### src/rtl/mult32_seq_pkg.sv
// mult32_seq_pkg: state encodings and step count shared by the sequential multiplier
package mult32_seq_pkg;
    typedef enum logic [1:0] {
        IDLE = 2'd0,
        CALC = 2'd1,
        DONE = 2'd2
    } state_t;
    localparam logic [4:0] LAST_STEP = 5'd31;
endpackage

### src/rtl/mult32_seq_if.sv
// mult32_seq_if: start/busy/done handshake plus operand and product buses
interface mult32_seq_if;
    logic        start;
    logic [31:0] a;
    logic [31:0] b;
    logic        busy;
    logic        done;
    logic [63:0] p;
    modport master (output start, a, b, input busy, done, p);
    modport slave (input start, a, b, output busy, done, p);
endinterface

### src/rtl/adder32b.sv
// adder32b: 32-bit adder with carry-in and carry-out
module adder32b (
    input  logic [31:0] a,
    input  logic [31:0] b,
    input  logic        cin,
    output logic [31:0] s,
    output logic        c
);
    assign {c, s} = {1'b0, a} + {1'b0, b} + {32'b0, cin};
endmodule

### src/rtl/mult32_seq.sv
// mult32_seq: unsigned 32x32->64 shift-and-add multiplier, one multiplier bit per clock
module mult32_seq
    import mult32_seq_pkg::*;
(
    input  logic         clk,
    input  logic         rst,
    mult32_seq_if.slave  bus
);
    state_t      state, state_n;
    logic [31:0] mcand, mcand_n;
    logic [63:0] prod, prod_n;
    logic [4:0]  count, count_n;
    logic [31:0] sum;
    logic        carry;

    adder32b u_add (
        .a   (prod[63:32]),
        .b   (mcand),
        .cin (1'b0),
        .s   (sum),
        .c   (carry)
    );

    always_ff @(posedge clk) begin
        if (rst) begin
            state <= IDLE;
            mcand <= '0;
            prod  <= '0;
            count <= '0;
        end else begin
            state <= state_n;
            mcand <= mcand_n;
            prod  <= prod_n;
            count <= count_n;
        end
    end

    // The adder carry lands in bit 63 as the accumulator shifts right, so nothing is lost
    always_comb begin
        state_n = state;
        mcand_n = mcand;
        prod_n  = prod;
        count_n = count;
        case (state)
            IDLE: if (bus.start) begin
                state_n = CALC;
                mcand_n = bus.a;
                prod_n  = {32'b0, bus.b};
                count_n = '0;
            end
            CALC: begin
                prod_n  = prod[0] ? {carry, sum, prod[31:1]} : {1'b0, prod[63:32], prod[31:1]};
                count_n = count + 5'd1;
                state_n = (count == LAST_STEP) ? DONE : CALC;
            end
            DONE: state_n = IDLE;
            default: state_n = IDLE;
        endcase
    end

    assign bus.busy = (state != IDLE);
    assign bus.done = (state == DONE);
    assign bus.p    = prod;
endmodule

### src/flat_wrapper.sv
// flat-port wrapper written by rule: the top's interface ports become plain ports
module mult32_seq_flat import mult32_seq_pkg::*;
  (clk, rst, bus_start, bus_a, bus_b, bus_busy, bus_done, bus_p);
  mult32_seq_if bus_i ();
  input  logic clk;
  input  logic rst;
  input wire logic [$bits(bus_i.start)-1:0] bus_start;
  input wire logic [$bits(bus_i.a)-1:0] bus_a;
  input wire logic [$bits(bus_i.b)-1:0] bus_b;
  output wire logic [$bits(bus_i.busy)-1:0] bus_busy;
  output wire logic [$bits(bus_i.done)-1:0] bus_done;
  output wire logic [$bits(bus_i.p)-1:0] bus_p;
  assign bus_i.start = bus_start;
  assign bus_i.a = bus_a;
  assign bus_i.b = bus_b;
  assign bus_busy = bus_i.busy;
  assign bus_done = bus_i.done;
  assign bus_p = bus_i.p;
  mult32_seq u_core (.clk(clk), .rst(rst), .bus(bus_i));
endmodule
### config.mk
export PLATFORM = sky130hd
export DESIGN_NAME = mult32_seq_flat
export DESIGN_NICKNAME = d
export VERILOG_FILES = /design/src/rtl/mult32_seq_pkg.sv /design/src/rtl/mult32_seq_if.sv /design/src/rtl/adder32b.sv /design/src/rtl/mult32_seq.sv /design/src/flat_wrapper.sv
export SDC_FILE = /design/constraint.sdc
export NUM_CORES = 1
export LEC_CHECK = 0
export CAP_MARGIN = 20
export CORE_AREA = 5 5 150 95
export DETAILED_ROUTE_END_ITERATION = 16
export DIE_AREA = 0 0 155 100
export GPL_TIMING_DRIVEN = 0
export PLACE_DENSITY = 0.8
export SKIP_CTS_REPAIR_TIMING = 1
export SLEW_MARGIN = 15
export SYNTH_ARGS = -nofsm -noshare
export SYNTH_HDL_FRONTEND = slang
export SYNTH_SLANG_ARGS = --single-unit
### constraint.sdc
create_clock -name clk -period 4.16 [get_ports clk]
set_clock_uncertainty 0.05 [all_clocks]
set_input_delay 0.624 -clock clk [delete_from_list [all_inputs] [get_ports clk]]
set_output_delay 0.624 -clock clk [all_outputs]
set_load 0.01 [all_outputs]
==> results_dict.tcl, run 1 <==
set metrics [dict create \
    fin_crit_ps 2940 \
    power_frac_clock_pct 38.0 \
    antenna_found_initial 0 \
    maxSlewViolCount 0 \
    finalSetupTns_ps 0 \
    reg2reg_from "u_core.bus.p[32]" \
    wire_per_inst_um 17.1 \
    areaGrowthSynthToFinish_pct 29.7 \
    htree_levels 3 \
    netlist_area_mm2 0.00619 \
    clock_sinks 103 \
    grt.total_usage_pct 24.8 \
    drc 0 \
    synth-main-ff-cell "dfxtp_1" \
    p_int_mw 1.78 \
    hold_viol_final 0 \
    cts_tree "done" \
    grt_start_max_net_pins 19 \
    cellLeakagePower_nw 3.19 \
    min_path_type "reg2reg" \
    p_per_area_mw_per_mm2 308 \
    arrival_ps 3120 \
    diodes 0 \
    crit_path_end "u_core.bus.p[61]" \
    worst_slew_pin_slew_ps 833 \
    cts_buffers 9 \
    p_switching_uw 691 \
    final_cell_mix "nor2_1 (136), clkdlybuf4s50_1 (130), a21oi_1 (110)" \
    synth.yosys.warnings 0 \
    rsz0062_at_grt "no" \
    drtPass1Iterations 5 \
    cp-startpoint "u_core.bus.p[32]" \
    start_kind "register" \
    rrSetupSlack_ps 1220 \
    seq_area_frac_synth_pct 33.3 \
    drt-total-wl_um 19800 \
    cts-root-buf "clkbuf_16" \
    finalCritPeriodShare_pct 70.6 \
    swShare_pct 27.9 \
    worstPathRequired_ps 4340 \
    report.power.total_mw 2.47 \
    syn_avg_cell_area_um2 7.36 \
    drive_gt1_share_pct 3.14 \
    synthArstFlopShare_pct 0 \
    fp-row-count 32 \
    insertion_delay_ps 350 \
    cap_violations 0 \
    final_common_cell "nor2_1" \
    pwr-share-seq_pct 43.6 \
    p_comb_share_pct 18.4 \
    ant_nets 0 \
    r2r_end "u_core.bus.p[61]" \
    path_class "reg2reg" \
    overflow 0 \
    place.gp.congestion 0.956 \
    cts.clk_slew.worst_paths_ps 80 \
    fmax_mhz 341 \
    chipWidth_um 155 \
    viasPerCell 5.66 \
    grt_pass1_vias 6066 \
    ios 133 \
    core-area_mm2 0.0126 \
    synth_edf_count 0 \
    ys_types 59 \
    fin_util_pct 63.7 \
    port_buffers 130 \
    hpwlAfterDp_um 15200 \
    cp_max_fo 4 \
    ir_drop_mv 0.207 \
    ff2ff_path_depth 9 \
    synth_seq_cells 103 \
    dr.first_iter.drc_count 792 \
    grt_pass1_wl_um 31100 \
    syn-num-nets 944 \
    fin_area_mm2 0.00804 \
    end_kind "register" \
    cts_buffer_depth 2 \
    status "finished clean" \
    setup_viol 0 \
    synthCells 842 \
    maxSlewHeadroom_pct 43.9 \
    dieArea_mm2 0.0155 \
    start_util_pct 49.1 \
    placed_area_mm2 0.00771 \
    die_h_um 100 \
    nets 1085 \
    vias 6550 \
]
## cell usage after synthesis (5+ instances only)
master      n  area share, %
o211ai_1    7           0.85
o22ai_1    16            1.6
a211oi_1    8           0.97
nand4_1    10            1.0
xor2_1     11            1.6
o21a_1      6           0.73
a21oi_1   110            8.9
o21ai_0    23            1.9
nand3_1     7           0.57
inv_1      12           0.73
nand2_1   102            6.2
xnor2_1    12            1.7
buf_1       6           0.36
ha_1       34            6.9
mux2i_1     5           0.81
a21o_1     18            2.2
a31oi_1     5           0.50
nor3_1     38            3.1
nor2b_1    34            3.4
nor2_1    136            8.2
o21bai_1    5           0.61
a22oi_1    22            2.7
dfxtp_1   103             33
clkbuf_1   51            3.1
## sequential cells by signal (all words and copies together) (netlist names)
| register | flops |
|---|---|
| u_core.bus.p | 64 |
| u_core.mcand | 32 |
| u_core.count | 5 |
| u_core.state | 2 |
## worst max-delay path, cell delays in order, from the launching register on
cell      delay (ps)
dfxtp_1          410
ha_1             220
fa_1             220
a21o_1           140
nor3b_1          290
o21bai_1         180
o21ai_0          700
a21oi_1          260
nor3b_1          250
o211ai_1         100
## power by group through the flow
stage	registers (mW)	logic (mW)	clock network (mW)
2_1_floorplan	1.11	0.236	0
3_3_place_gp	1.10	0.444	0
3_5_place_dp	1.10	0.449	0
4_1_cts	1.08	0.452	0.948
5_1_grt	1.09	0.498	0.990
6_report	1.08	0.455	0.939
## per-layer routing
metal	vias up	share of wire, %	GRT usage [%]
li1	3243	-	-
met1	2998	48	37.5
met2	290	40	35.0
met3	19	11	7.07
met4	0	1.1	4.88
met5	-	0	0
## metrics by stage
| stage | hold slack (ps) | std cells | setup slack [ps] |
|---|---|---|---|
| final | 412 | 1158 | 1220 |
| after floorplan | 390 | 842 | 1870 |
| after CTS | 412 | 1158 | 1320 |
| after global routing | 429 | 1158 | 1090 |
| after global placement | 397 | 1142 | 1340 |
| after detailed placement | 403 | 1142 | 1360 |
## worst min-delay path by stage
stage / startpoint / to / slack (ps) / cells after the start
global route: u_core.mcand[26] / u_core.mcand[26] / 430 / 2
global placement: u_core.mcand[26] / u_core.mcand[26] / 400 / 2
detailed placement: u_core.mcand[16] / u_core.mcand[16] / 400 / 2
CTS: u_core.mcand[16] / u_core.mcand[16] / 410 / 2
floorplan: u_core.mcand[0] / u_core.mcand[0] / 390 / 2
finish: u_core.mcand[16] / u_core.mcand[16] / 410 / 2
## logic make-up after synthesis
| group | Yosys count | synth area share, % |
|---|---|---|
| simple gates | 357 | 25.9 |
| compound gates | 245 | 24.4 |
| flops | 103 | 33.3 |
| buf+inv | 72 | 4.77 |
| fa+ha+maj | 35 | 7.19 |
| xor+xnor | 23 | 3.25 |
| mux | 7 | 1.17 |
## area by class of cell
class	instances	area, um2
inverter	12	45.0
buffer	60	250
fill	1153	4580
clock inverter	7	101
tap	170	213
clock buffer	9	225
multi-input combinational	667	3840
timing repair buffer	130	1300
sequential	103	2060
Note: power is estimated with default switching activity, not from simulation.
==> run 2, diff against run 1 <==
--- a/config.mk
+++ b/config.mk
@@ -6,11 +6,11 @@
 export NUM_CORES = 1
 export LEC_CHECK = 0
 export CAP_MARGIN = 20
-export CORE_AREA = 5 5 150 95
+export CORE_AREA = 5 5 155 97
 export DETAILED_ROUTE_END_ITERATION = 16
-export DIE_AREA = 0 0 155 100
+export DIE_AREA = 0 0 160 102
 export GPL_TIMING_DRIVEN = 0
-export PLACE_DENSITY = 0.8
+export PLACE_DENSITY = 0.79
 export SKIP_CTS_REPAIR_TIMING = 1
 export SLEW_MARGIN = 15
 export SYNTH_ARGS = -nofsm -noshare
==> constraint.sdc (replaced) <==
create_clock -name clk -period 2.4 [get_ports clk]
set_clock_uncertainty 0.05 [all_clocks]
set_input_delay 0.36 -clock clk [delete_from_list [all_inputs] [get_ports clk]]
set_output_delay 0.36 -clock clk [all_outputs]
set_load 0.01 [all_outputs]
==> run 2 against run 1 <==
  * Via count increased by 0.79%
  * Flip-flop and latch count did not move
  * Setup slack worse by 1200 ps
  * Global-route usage fell by 1.0 points
  * Largest power group unchanged
==> results_dict.tcl, run 2 (synthesis results as in run 1) <==
set metrics [dict create \
    status "finished clean" \
    drc 0 \
    core-area_mm2 0.0134 \
    drt-total-wl_um 20500 \
    cap_violations 0 \
    cts_buffer_depth 2 \
    ir_drop_mv 0.380 \
    diodes 0 \
    start_util_pct 46.2 \
    viasPerCell 5.68 \
    ant_nets 0 \
    clock_sinks 103 \
    worst_slew_pin_slew_ps 751 \
    rsz0062_at_grt "yes" \
    wire_per_inst_um 17.7 \
    overflow 0 \
    finalCritPeriodShare_pct 99.7 \
    dr.first_iter.drc_count 567 \
    final_common_cell "nor2_1" \
    arrival_ps 2550 \
    areaGrowthSynthToFinish_pct 35.9 \
    maxSlewHeadroom_pct 50.0 \
    hold_viol_final 0 \
    dp_cells 1147 \
    crit_chain "ha_1, fa_2, a21o_1, nor3b_4, nor2_2, a211o_4, o21ai_2, xnor2_1, o22ai_1" \
    antenna_found_initial 0 \
    hpwlAfterDp_um 15000 \
    dieArea_mm2 0.0163 \
    end_kind "register" \
    grt_start_max_net_pins 17 \
    ios 133 \
    fmax_mhz 418 \
    fp-row-count 33 \
    die_h_um 102 \
    drtPass1Iterations 5 \
    fin_area_mm2 0.00842 \
    htree_levels 3 \
    cts.clk_slew.worst_paths_ps 70 \
    final_cells 1162 \
    cts-root-buf "clkbuf_16" \
    grt.total_usage_pct 23.8 \
    cts_buffers 9 \
    cp_max_fo 4 \
    crit_path_top_delay_cell "a211o_4" \
    maxSlewViolCount 0 \
    chipWidth_um 160 \
    nets 1085 \
    grt_pass1_vias 5996 \
    min_path_type "in2reg" \
    largest_reg_flops 64 \
    place.gp.congestion 0.949 \
    grt_pass1_wl_um 31600 \
    worstPathRequired_ps 2560 \
    cts_tree "done" \
    vias 6602 \
    drive_gt1_share_pct 10.0 \
    start_kind "register" \
    final_cell_mix "nor2_1 (133), clkdlybuf4s50_1 (130), a21oi_1 (102), nand2_1 (102), dfxtp_1 (91)" \
    cellLeakagePower_nw 3.26 \
    port_buffers 130 \
    placed_area_mm2 0.00771 \
    insertion_delay_ps 350 \
    fin_crit_ps 2390 \
    path_class "reg2reg" \
    slowest_delay_ps 390 \
    setup_viol 0 \
    p_per_area_mw_per_mm2 528 \
]
[run 2: worst paths after layout]
check	cells past startpoint	endpoint	slack, ps	startpoint
max	9	u_core.bus.p[51]	8	u_core.bus.p[32]
min	3	u_core.bus.p[50]	330	rst
max reg2reg	9	u_core.bus.p[51]	8	u_core.bus.p[32]
min reg2reg	2	u_core.mcand[24]	410	u_core.mcand[24]
[run 2: power breakdown]
group	internal [mW]	leakage (nW)	total, mW	switching (mW)
sequential	1.80	0.851	1.87	0.0754
combinational	0.382	2.23	0.812	0.431
clock	1.08	0.174	1.76	0.678
[run 2: per-layer routing]
layer / vias up / part of all wire [%] / track usage, %
li1: 3245 / - / -
met1: 3013 / 48 / 36.4
met2: 318 / 40 / 32.9
met3: 26 / 10 / 6.57
met4: 0 / 1.6 / 5.22
met5: - / 0 / 0
[run 2: cell type report]
cell class,count,area (um2)
clock inverters,4,101
plain buffers,53,231
fillers,1180,5000
clock buffers,11,253
repair buffers,137,1350
multi-input cells,667,4130
inverters,12,45.0
well taps,175,219
flip-flops and latches,103,2080
[run 2: through the flow]
stage / util (%) / total power, mW / TNS, ps / hold slack, ps / setup WS (ps)
after floorplan: - / 2.33 / 0 / 390 / 106
after global placement: 57.5 / 2.68 / -2810 / 399 / -329
after detailed placement: 57.5 / 2.68 / -3240 / 402 / -370
after CTS: 60.1 / 4.42 / -3920 / 320 / -403
after global routing: 62.7 / 4.63 / -444 / 374 / -96.7
final: 62.7 / 4.44 / 0 / 332 / 8.34
[run 2: critical path, delay by kind of cell (launching register included)]
kind                       cells  cell delay (ps)
AOI/OAI and AO/OA              4              880
adders and majority gates      2              420
and+or+nand+nor                2              390
DFF                            1              360
xor gates and xnor gates       1              150
==> run 3, diff against run 2 <==
--- a/config.mk
+++ b/config.mk
@@ -11,6 +11,7 @@
 export DIE_AREA = 0 0 160 102
 export GPL_TIMING_DRIVEN = 0
 export PLACE_DENSITY = 0.79
+export RECOVER_POWER = 50
 export SKIP_CTS_REPAIR_TIMING = 1
 export SLEW_MARGIN = 15
 export SYNTH_ARGS = -nofsm -noshare
==> run 3 against run 2 <==
  * Setup slack improved by 6.9 ps
  * Wire length down 0.30%
  * Non-clock buffer count stayed put
  * Flip-flop and latch count unchanged
  * Count of clock-buffer cells in the layout unchanged
  * First-iteration DRC count shrank 0.18%
  * Critical path depth unchanged
  * Global-route usage unchanged
  * Cell area unchanged
  * Combinational power decreased by 2%
  * Sequential power is essentially flat
  * Total power fell by 0.36%
  * Largest cell class unchanged
==> results_dict.tcl, run 3 (synthesis results as in run 1) <==
set metrics [dict create \
    end_kind "register" \
    place_ws_ps -370 \
    start_kind "register" \
    worst_slew_pin_slew_ps 753 \
    die_h_um 102 \
    hold_viol_final 0 \
    min_to "u_core.bus.p[50]" \
    fin_crit_ps 2380 \
    fmax_mhz 419 \
    diodes 0 \
    reg2reg_from "u_core.bus.p[32]" \
    slowest_delay_ps 380 \
    ios 133 \
    p_int_mw 3.24 \
    final_cell_mix "nor2_1 (133), a21oi_1 (102), nand2_1 (102)" \
    min_path_type "in2reg" \
    rrSetupSlack_ps 20 \
    dp_cells 1147 \
    crit_path_top_delay_cell "a211o_4" \
    arrival_ps 2550 \
    areaGrowthSynthToFinish_pct 35.9 \
    min_path_cells 3 \
    viasPerCell 5.67 \
    dieArea_mm2 0.0163 \
    cp_max_fo 4 \
    final_cells 1162 \
    cts_buffer_depth 2 \
    placed_area_mm2 0.00771 \
    overflow 0 \
    swShare_pct 26.7 \
    cap_violations 0 \
    drt-total-wl_um 20500 \
    drtPass1Iterations 5 \
    maxSlewHeadroom_pct 49.8 \
    fin_util_pct 62.7 \
    fp-row-count 33 \
    port_buffers 130 \
    cts-root-buf "clkbuf_16" \
    start_util_pct 46.2 \
    ir_drop_mv 0.379 \
    ant_nets 0 \
    clock_sinks 103 \
    htree_levels 3 \
    drive_gt1_share_pct 10.0 \
    cts_buffers 9 \
    rsz0062_at_grt "yes" \
    hpwlAfterDp_um 15000 \
    core-area_mm2 0.0134 \
    cts_tree "done" \
    dr.first_iter.drc_count 566 \
    ff2ff_path_depth 9 \
    pwr-share-seq_pct 42.2 \
    grt_pass1_wl_um 31600 \
    p_switching_mw 1.18 \
    whs_ps 334 \
    nets 1085 \
    grt.total_usage_pct 23.8 \
    path_class "reg2reg" \
    drc 0 \
    setup_ws_ps 15.2 \
    hold_start "rst" \
    cts.clk_slew.worst_paths_ps 70 \
    maxSlewViolCount 0 \
    worstPathRequired_ps 2560 \
    vias 6594 \
    grt_start_max_net_pins 17 \
    p_per_area_mw_per_mm2 526 \
    setup_viol 0 \
    power_frac_clock_pct 39.8 \
    p_comb_share_pct 18.0 \
    insertion_delay_ps 350 \
    report.power.total_mw 4.43 \
    wire_per_inst_um 17.6 \
    status "finished clean" \
    grt_pass1_vias 5996 \
    finalCritPeriodShare_pct 99.4 \
    antenna_found_initial 0 \
    fin_area_mm2 0.00842 \
    r2r_end "u_core.bus.p[51]" \
    crit_chain "ha_1, fa_2, a21o_1, nor3b_4, nor2_2, a211o_4, o21ai_2, xnor2_1, o22ai_1" \
    chipWidth_um 160 \
    final_common_cell "nor2_1" \
    largest_reg_flops 64 \
    cellLeakagePower_nw 3.33 \
    place.gp.congestion 0.949 \
    finalSetupTns_ps 0 \
]
-- run 3: worst max-delay path by stage --
stage	from	endpoint	slack (ps)	cells past startpoint
2_1_floorplan	u_core.bus.p[36]	u_core.bus.p[50]	110	8
6_report	u_core.bus.p[32]	u_core.bus.p[51]	20	9
5_1_grt	u_core.bus.p[37]	u_core.bus.p[43]	-100	8
4_1_cts	u_core.bus.p[32]	u_core.bus.p[61]	-400	9
3_5_place_dp	u_core.bus.p[32]	u_core.bus.p[61]	-370	9
3_3_place_gp	u_core.bus.p[32]	u_core.bus.p[61]	-330	9
-- run 3: power groups by stage --
stage	combinational [mW]	sequential [mW]	clock, mW
floorplan	0.408	1.92	0
finish	0.795	1.87	1.76
detailed placement	0.778	1.91	0
CTS	0.783	1.87	1.77
global route	0.879	1.88	1.85
global placement	0.771	1.90	0
-- run 3: final cells by class --
class,count,area [um2]
flip-flops and latches,103,2080
plain buffers,53,231
clock inverters,4,101
multi-input cells,667,4130
clock buffers,11,253
inverters,12,45.0
repair buffers,137,1350
fillers,1180,5000
well taps,175,219
-- run 3: worst max-delay path, delay by kind of cell (launching register included) --
kind | cells | cell delay, ps
AO/OA/AOI/OAI | 4 | 870
adder cells (fa/ha/maj) | 2 | 420
AND/OR/NAND/NOR | 2 | 390
flip-flops | 1 | 360
XOR/XNOR | 1 | 150
-- run 3: metal layers --
metal / wire [um] / track usage [%] / vias to the layer above
met1: 9780 / 36.4 / 2997
li1: - / - / 3244
met3: 2130 / 6.57 / 28
met5: 0 / 0 / -
met4: 340 / 5.22 / 0
met2: 8220 / 32.9 / 325
==> RTL change 1 (settings of run 2) <==
Take the reset off `prod` and load it in a clocked block of its own.
--- a/src/rtl/mult32_seq.sv
+++ b/src/rtl/mult32_seq.sv
@@ -25,14 +25,16 @@
         if (rst) begin
             state <= IDLE;
             mcand <= '0;
-            prod  <= '0;
             count <= '0;
         end else begin
             state <= state_n;
             mcand <= mcand_n;
-            prod  <= prod_n;
             count <= count_n;
         end
+    end
+
+    always_ff @(posedge clk) begin
+        prod <= prod_n;
     end
 
     // The adder carry lands in bit 63 as the accumulator shifts right, so nothing is lost
Check against the original RTL: not equivalent (a bounded check fails within 4 cycles, from zero or initial values and one cycle with rst high).
==> RTL change 1 against run 2 <==
The flow now finishes with violations (setup timing). Power is 11% higher. Largest power group unchanged. Sequential share of layout area is 7.8 points higher. Highest routed layer unchanged. Critical path type unchanged. Synthesized area is 4.3% lower. Largest cell class unchanged. Synthesized cell count is 19% lower. Sequential cell count stayed put. Setup slack worse by 510 ps. First-iteration DRC count is 0.88% higher. Sequential power is 17% higher. Combinational power is 64% higher. Design area is 1.5% lower. Routed wire length is 8.7% lower.
==> RTL change 1: results <==
[grt]
grt_start_max_net_pins = 44
grt_pass1_vias = 5097
track_usage_pct = 21.19
grt_pass1_wl_um = 27580

[sta]
finalSetupViolCount = 24
layout_setup_ws_ps = -505.2
maxSlewHeadroom_pct = 51.45
fin_setup_tns_ps = -7146

[critical_path]
cp_max_fo = 6
worstPathArrival_ps = 3010

[status]
violations = "setup timing"
status = "complete, but fails checks"

[layout]
layout-drive-gt1-share_pct = 12.04
n_fill_cell = 1145

[detailed_routing]
routed_wl_um = 18730
first_iter_violations = 572
route.vias.total = 5699

[synthesis]
yosys-top-cells-area = "edfxtp_1 32%, dfxtp_1 13%, nand2_1 13%, ha_1 7.2%, a21oi_1 5.7%"
synth_fp_nets = 780
synth_flop_cell = "edfxtp_1"
netlist_top_cells_count = "200 x nand2_1, 67 x a21oi_1, 64 x edfxtp_1"
synth_edf_count = 64
synth_seq_area_share_pct = 45.60

[pwr]
leakage_uw = 0.003291
switchingPower_uw = 1539

[placed_design]
placed_area_sq_um = 7506
gp_congestion = 0.9104
io_buffers = 131
dp_slack_ps = -665.1
dp.cells = 985
==> RTL change 1: cell types whose count changed after synthesis, sizes merged, moves of 17 or more <==
cell | before | now
nand2 | 103 | 200
a22oi | 22 | 5
a21oi | 110 | 67
nor2b | 34 | 7
nor3 | 38 | 5
edfxtp | 0 | 64
clkbuf | 52 | 29
nor2 | 136 | 38
dfxtp | 103 | 39
==> RTL change 1: final timing paths <==
check                                                     from                             end  slack [ps]  depth (start not counted)
worst max register to register  u_core.bus.p[33]$_SDFFCE_PN0P_  u_core.bus.p[58]$_SDFFCE_PN0P_        -510                          8
worst min-delay path                                       rst    u_core.mcand[6]$_SDFFE_PP0P_         380                          2
worst max-delay path            u_core.bus.p[33]$_SDFFCE_PN0P_  u_core.bus.p[58]$_SDFFCE_PN0P_        -510                          8
worst min register to register   u_core.mcand[10]$_SDFFE_PP0P_   u_core.mcand[10]$_SDFFE_PP0P_         410                          2
==> RTL change 1: kinds of logic after synthesis <==
family          Yosys count  synth area share (%)
compound gates          170                 18.18
xor+xnor                 21                 3.103
fa+ha+maj                35                 7.515
buf+inv                  45                 2.850
flops                   103                 45.60
mux                      12                 2.027
simple gates            292                 20.73
==> RTL change 1: per-layer routing <==
metal,wire length (um),global-route usage (%),vias up
li1,-,-,2726
met5,0,0,-
met4,250,4.428,0
met3,1810,6.328,26
met2,7777,30.41,280
met1,8892,31.63,2667
==> RTL change 1: stage by stage <==
step | hold WS [ps] | util (%)
final | 377.8 | 61.80
after global routing | 398.5 | 61.80
after CTS | 365.2 | 58.03
after detailed placement | 402.9 | 55.93
after global placement | 399.3 | 55.77
after floorplan | 390.0 | -
==> RTL change 1: worst max-delay path: stages (launching register included) <==
cell and delay (ps):
edfxtp_1 430, ha_1 300, a21o_1 130, nand4_1 170, a2111o_1 450, and3_4 200, o31a_1 350, or3_4 380
o311ai_2 260
==> RTL change 1: layout make-up <==
type	count	area share (%)
Inverter	11	0.5281
Sequential cell	103	32.59
Buffer	25	1.132
Clock buffer	10	2.761
Timing Repair Buffer	154	18.42
Clock inverter	6	0.6337
Multi-Input combinational cell	530	41.29
Tap cell	175	2.640
==> RTL change 1: power groups by stage <==
stage | Combinational, uW | Sequential, uW | Clock (uW)
after floorplan | 596 | 2250 | 0
after CTS | 1200 | 2180 | 1450
after global routing | 1440 | 2200 | 1530
after detailed placement | 1190 | 2220 | 0
after global placement | 1160 | 2220 | 0
final | 1330 | 2190 | 1430
==> RTL change 2 (settings of run 2) <==
Made on the original files. Re-encode `state_t` (3 states) as one-hot, 3 bits wide.
--- a/src/rtl/mult32_seq_pkg.sv
+++ b/src/rtl/mult32_seq_pkg.sv
@@ -1,9 +1,9 @@
 // mult32_seq_pkg: state encodings and step count shared by the sequential multiplier
 package mult32_seq_pkg;
-    typedef enum logic [1:0] {
-        IDLE = 2'd0,
-        CALC = 2'd1,
-        DONE = 2'd2
+    typedef enum logic [2:0] {
+        IDLE = 3'b001,
+        CALC = 3'b010,
+        DONE = 3'b100
     } state_t;
     localparam logic [4:0] LAST_STEP = 5'd31;
 endpackage
Formal check against the unedited RTL: no difference found for any inputs over 4 cycles, from zero or initial values and one cycle with rst high; so few cycles prove little.
==> RTL change 2 against run 2 <==
The run now ends with setup timing left. Worst hold slack improved by 81 ps. Sequential cell count grew 1. Final cell count fell by 8.6%. Setup slack worse by 250 ps. Power decreased by 9.6%. Routed wire length down 6.7%. Synthesized area is 7.3% lower. Synthesized cell count fell by 13%. Design area shrank 5.2%. Utilization shrank 3.3 points. Maximum frequency is 9.6% lower.
==> RTL change 2: results <==
[synthesis]
synth_seq_area_share_pct = 36.25
yosysMostFrequentCell = "nand2_1"
synth_cell_types = 55
synth_fp_nets = 837
netlist_top_cells_count = "159 x nand2_1, 104 x dfxtp_1, 80 x a21oi_1"
yosys-top-cells-area = "dfxtp_1 36%, nand2_1 10%, ha_1 7.4%, a21oi_1 7.0%, a311oi_1 5.6%"

[status]
violations = "setup timing"
status = "complete, but fails checks"

[pwr]
p_int_uw = 2876
ir_drop_uv = 285.4
leakage_uw = 0.002878

[placed_design]
dp_hpwl_um = 13920
placed_area_sq_um = 7321
gp_congestion = 0.9307
dp_slack_ps = -382.4
io_buffers = 132

[critical_path]
cpMaxStageDelayCell = "dfxtp_4"
critical_path.top_delay_family = "compound AO/OA/AOI/OAI gates"
worstPathArrival_ps = 2870
cpPeakStageDelay_ps = 370

[grt]
track_usage_pct = 22.04
grt_pass1_vias = 5784
grt_start_max_net_pins = 19
use_met1_pct = 32.96
grt_use_met3_pct = 6.167
grtUsageMet2_pct = 30.86
grt_pass1_wl_um = 29600

[detailed_routing]
first_iter_violations = 477
dr.pass1.iters = 6
avgViaCountPerCell = 5.780
dr_wl_met3_um = 1585
wl_met1_um = 9441
avgRoutedWirePerCell_um = 18.03
wl_met2_um = 7769

[sta]
layout_setup_ws_ps = -244.9
finalSetupViolCount = 10
max_slew.worst_pin.slew_ps = 645.6

[floorplan]
initial_core_util_pct = 42.80

[worst_hold_path]
hp-class = "reg2reg"
min-delay-start = "u_core.count[3]$_SDFFE_PP0P_"

[layout]
layout-drive-gt1-share_pct = 10.82
fin_nets = 984

[clock_network]
cts_root_buffer = "clkbuf_16"
## RTL change 2: cell count changes after synthesis, sizes merged, moves of 9 or more
cell,delta
clkbuf,-11
nor2b,-31
a311oi,+37
nor2,-71
nand2,+58
a21oi,-30
nor3,-31
a22oi,-9
## RTL change 2: cell type report
class / count / area, sq um
Timing Repair Buffer: 140 / 1389
Inverter: 4 / 15.01
Clock inverter: 6 / 51.30
Clock buffer: 10 / 239.0
Tap cell: 175 / 219.0
Buffer: 45 / 172.7
Multi-Input combinational cell: 578 / 3795
Sequential cell: 104 / 2098
Fill cell: 1187 / 5440
## RTL change 2: cells by family (layout without fill, tap and decap cells)
kind of cell | Yosys count | after routing | share of synthesized area [%]
DFF | 104 | 104 | 36.25
muxes | 5 | 5 | 0.8933
adders and majority gates | 35 | 35 | 7.756
and+or+nand+nor | 284 | 284 | 21.09
xor gates and xnor gates | 27 | 27 | 4.118
buffers and inverters | 53 | 205 | 3.486
AOI/OAI and AO/OA | 227 | 227 | 26.41
## RTL change 2: final timing paths
check / endpoint / slack, ps / cells after the start
worst max register to register: u_core.bus.p[53]$_SDFFE_PP0P_ / -240 / 11
worst min register to register: u_core.count[3]$_SDFFE_PP0P_ / 410 / 2
worst max-delay path: u_core.bus.p[53]$_SDFFE_PP0P_ / -240 / 11
worst min-delay path: u_core.count[3]$_SDFFE_PP0P_ / 410 / 2
## RTL change 2: stage by stage
step,instances,setup TNS (ps)
finish,1062,-1245
global route,1062,-1975
CTS,1058,-5282
detailed placement,1042,-7343
global placement,1042,-5999
floorplan,735,0
## RTL change 2: power by group through the flow
stage	logic [uW]	clock network, uW	registers (uW)
global placement	647	0	1910
global route	746	1550	1890
finish	688	1450	1880
detailed placement	657	0	1910
CTS	663	1460	1870
floorplan	324	0	1920
